[src/rtl/up3_control_unit.sv]
// up3_control_unit: fetch/decode/execute control FSM driving the up3 datapath strobes.
// Define UP3_SINGLE_STEP_EN to add a step input and an IDLE wait state before each instruction.
module up3_control_unit #(
   parameter logic [7:0] HALT_OP = 8'hFF,
   parameter int         STATE_W = 4
) (
   input  logic               clk,
   input  logic               reset,
`ifdef UP3_SINGLE_STEP_EN
   input  logic               step,
`endif
   input  logic [7:0]         opcode,
   input  logic               ac_neg,
   output logic               store_mem,
   output logic               fetch,
   output logic               load_pc,
   output logic               incr_pc,
   output logic               load_iru,
   output logic               load_irl,
   output logic               load_ac,
   output logic               halted,
   output logic [STATE_W-1:0] state
);
   typedef enum logic [3:0] {
      F1   = 4'd0,
      F2   = 4'd1,
      F3   = 4'd2,
      F4   = 4'd3,
      DEC  = 4'd4,
      EX   = 4'd5,
      HALT = 4'd6
`ifdef UP3_SINGLE_STEP_EN
      , IDLE = 4'd7
`endif
   } st_t;

`ifdef UP3_SINGLE_STEP_EN
   localparam st_t START = IDLE;
   logic step_q;
   always_ff @(posedge clk or negedge reset)
      if (!reset) step_q <= 1'b0;
      else step_q <= step;
`else
   localparam st_t START = F1;
`endif

   st_t st;

   // Completed non-halt instructions return to START (F1, or IDLE when single-stepping)
   always_ff @(posedge clk or negedge reset)
      if (!reset) st <= START;
      else
         case (st)
            F1:   st <= F2;
            F2:   st <= F3;
            F3:   st <= F4;
            F4:   st <= DEC;
            DEC:  st <= EX;
            EX:   st <= (opcode == HALT_OP) ? HALT : START;
            HALT: st <= HALT;
`ifdef UP3_SINGLE_STEP_EN
            IDLE: st <= (step && !step_q) ? F1 : IDLE;
`endif
            default: st <= F1;
         endcase

   logic ex;

   always_comb begin
      ex        = (st == EX);
      fetch     = (st == F1) || (st == F2) || (st == F3) || (st == F4);
      load_iru  = (st == F2);
      load_irl  = (st == F4);
      incr_pc   = (st == F2) || (st == F4);
      load_ac   = ex && (opcode == 8'h00 || opcode == 8'h01 || opcode == 8'h02 || opcode == 8'h06);
      store_mem = ex && (opcode == 8'h03);
      load_pc   = ex && ((opcode == 8'h04) || (opcode == 8'h05 && ac_neg));
      halted    = (st == HALT);
      state     = STATE_W'(st);
   end
endmodule

[config.mk]
export PLATFORM = sky130hd
export DESIGN_NAME = up3_control_unit
export DESIGN_NICKNAME = d
export VERILOG_FILES = /design/src/rtl/up3_control_unit.sv
export SDC_FILE = /design/constraint.sdc
export NUM_CORES = 1
export LEC_CHECK = 0
export BUFFER_PORTS_ARGS = -buffer_cell sky130_fd_sc_hd__buf_2
export CORE_AREA = 4 4 41 43
export DETAILED_ROUTE_END_ITERATION = 7
export DIE_AREA = 0 0 45 47
export SETUP_SLACK_MARGIN = 0.15
export SLEW_MARGIN = 20
export SYNTH_ARGS = -nofsm -noshare
export SYNTH_HDL_FRONTEND = slang
export SYNTH_SLANG_ARGS = --single-unit
[constraint.sdc]
create_clock -name clk -period 0.9 [get_ports clk]
set_input_delay 0.09 -clock clk [delete_from_list [all_inputs] [get_ports clk]]
set_output_delay 0.09 -clock clk [all_outputs]
set_load 0.05 [all_outputs]
==> results.cfg <==
[setup_path]
r2r-start = state[0]$_DFF_PN0_
slowest_stage = dfrtp_2
cp-endpoint = load_irl
endpoint_kind = output pin
startpoint = state[2]$_DFF_PN0_
worstPathRequired_ps = 810
worstPathArrival_ps = 1330
ff2ff_setup_slack_ps = -300
crit_path_cell_trace = buf_4 > and2b_4 > and2_4 > buf_8
crit_cells = 4
critical_path_class = register to output pin
r2r_cells = 5
worstReg2RegEnd = state[2]$_DFF_PN0_
cpPeakStageDelay_ps = 400
path_buf_inv = 2
critPathMaxFanout = 3
crit_family = flip-flops
critPathLaunchType = register

[global_routing]
track_usage_pct = 11.2
antenna_found_initial = 0
grt_pass1_vias = 365
grt_pass1_wl_um = 1550
overflow = 0
grt_max_degree = 6

[synthesis]
yosys_register_bits = 3
syn_avg_cell_area_um2 = 8.26
yosys_warnings = 0
synthArstFlopShare_pct = 100
synth_area_um2 = 248
syn-instance-count = 30
synthFlopType = dfrtp_1
synth_edf_count = 0
ys_types = 21
yosysSeqAreaShare_pct = 30.3
syn_nets = 41

[final_layout]
area_growth_pct = 186
final_core_util_pct = 54.5
largest_register_ffs = 3
num-nets-final = 82
final_cell_mix = buf_6, buf_2, buf_4
layout-drive-gt1-share_pct = 80.0
num_antenna_cells = 0
fin_cells = 85
final_common_cell = buf_6
final.fill_count = 127

[floorplan]
start_util_pct = 19.0
rows = 13
die_area_um2 = 2120
core-area_um2 = 1300
die_h_um = 47
die_w_um = 45
boundaryPins = 23

[clocking]
clock_latency_ps = 240
cts_buffers = 3
cts-root-buf = clkbuf_4
cts.sinks = 3
clk_path_buf_depth = 2
cts_max_level = 1
clk_pin_slew_ps = 40
cts_tree = built

[power_and_ir_drop]
ir_drop_v = 0.00224
leakagePower_nw = 0.339
powerDensity_nw_per_um2 = 3920

[route]
drt_iter0_drc = 2
wire_per_inst_um = 12.5
ant_nets = 0
viasPerCell = 4.33
drt_wl_total_um = 1060
drc = 0
vias = 368
drt_first_pass_iters = 2

[timing]
clock_skew_ps = 1.42
setup_viol = 14
timing.hold.ws_ps = 183
rsz0062_at_grt = yes
period_needed_ps = 1420
maxSlewViolCount = 0
setup_ws_ps = -519
fin_crit_sh_pct = 158
fmax_mhz = 705
finalHoldViolCount = 0

[status]
violations = negative setup slack
status = complete, but fails checks

[placed_design]
hpwl_um = 760
post-place-cells = 73
place_congestion = 0.758
portBuffers = 21

[worst_hold_path]
holdCritPathClass = input port to async pin

[run]
maxCapViolCount = 0
## through the flow
stage | area (um2) | TNS (ps) | total power [mW] | worst slack, ps
2_1_floorplan | 294 | -4190 | 1.29 | -688
3_3_place_gp | 467 | -1890 | 1.64 | -394
3_5_place_dp | 467 | -2010 | 1.66 | -404
4_1_cts | 631 | -4290 | 2.40 | -526
5_1_grt | 709 | -5120 | 2.89 | -575
6_report | 709 | -4720 | 2.78 | -519
## logic make-up after synthesis
logic type | count (synthesis) | synth area share (%)
simple gates | 15 | 40.4
compound gates | 5 | 14.6
buf+inv | 5 | 9.59
flops | 3 | 30.3
xor+xnor | 1 | 3.54
other cells | 1 | 1.51
## cell usage after synthesis, drive strengths merged, types with 2 or more instances
cell,n,area (um2)
dfrtp,3,75.1
nor3,2,10.0
buf,2,12.5
nor2b,2,12.5
inv,3,11.3
and2,2,12.5
nand4,3,18.8
nor2,2,7.51
## how the worst min path moves through the flow
stage / cells after the start / start / end
floorplan: 0 / reset / state[0]$_DFF_PN0_
global placement: 1 / reset / state[1]$_DFF_PN0_
detailed placement: 1 / reset / state[2]$_DFF_PN0_
CTS: 2 / reset / state[2]$_DFF_PN0_
global route: 2 / reset / state[2]$_DFF_PN0_
finish: 2 / reset / state[1]$_DFF_PN0_
## worst reg2reg max path, cell delays in order, from the launching register on
cell	delay, ps
dfrtp_2	420
buf_6	130
and2b_4	160
and2_4	140
buf_6	110
a21o_1	140
## layout make-up
cell class	instances	area, um2	area share, %
Tap cell	15	18.8	2.65
Inverter	3	13.8	1.94
Clock buffer	4	26.3	3.70
Timing Repair Buffer	38	360	50.8
Sequential cell	3	78.8	11.1
Multi-Input combinational cell	22	211	29.8
## routing by layer
layer / vias to the layer above / wire (um) / GRT usage (%)
met5: - / 0 / 0
met4: 0 / 37 / 14.0
met3: 4 / 77 / 2.68
met2: 19 / 576 / 17.2
met1: 162 / 371 / 11.4
li1: 183 / - / -
## timing repair
action / 4_1_cts / 5_1_grt
pin swaps: 6 / 4
setup endpoints to repair: 14 / 14
resized for setup: 35 / 8
endpoints found under the hold margin: 3 / 0
buffers inserted: 3 / 5
hold buffers: 1 / 0
## where the power goes
group          switching (mW)  internal, mW  total [mW]
sequential             0.0591         0.215       0.274
combinational            1.15          1.11        2.26
clock                  0.0740         0.166       0.240
Power figures use the tool's default switching activity.
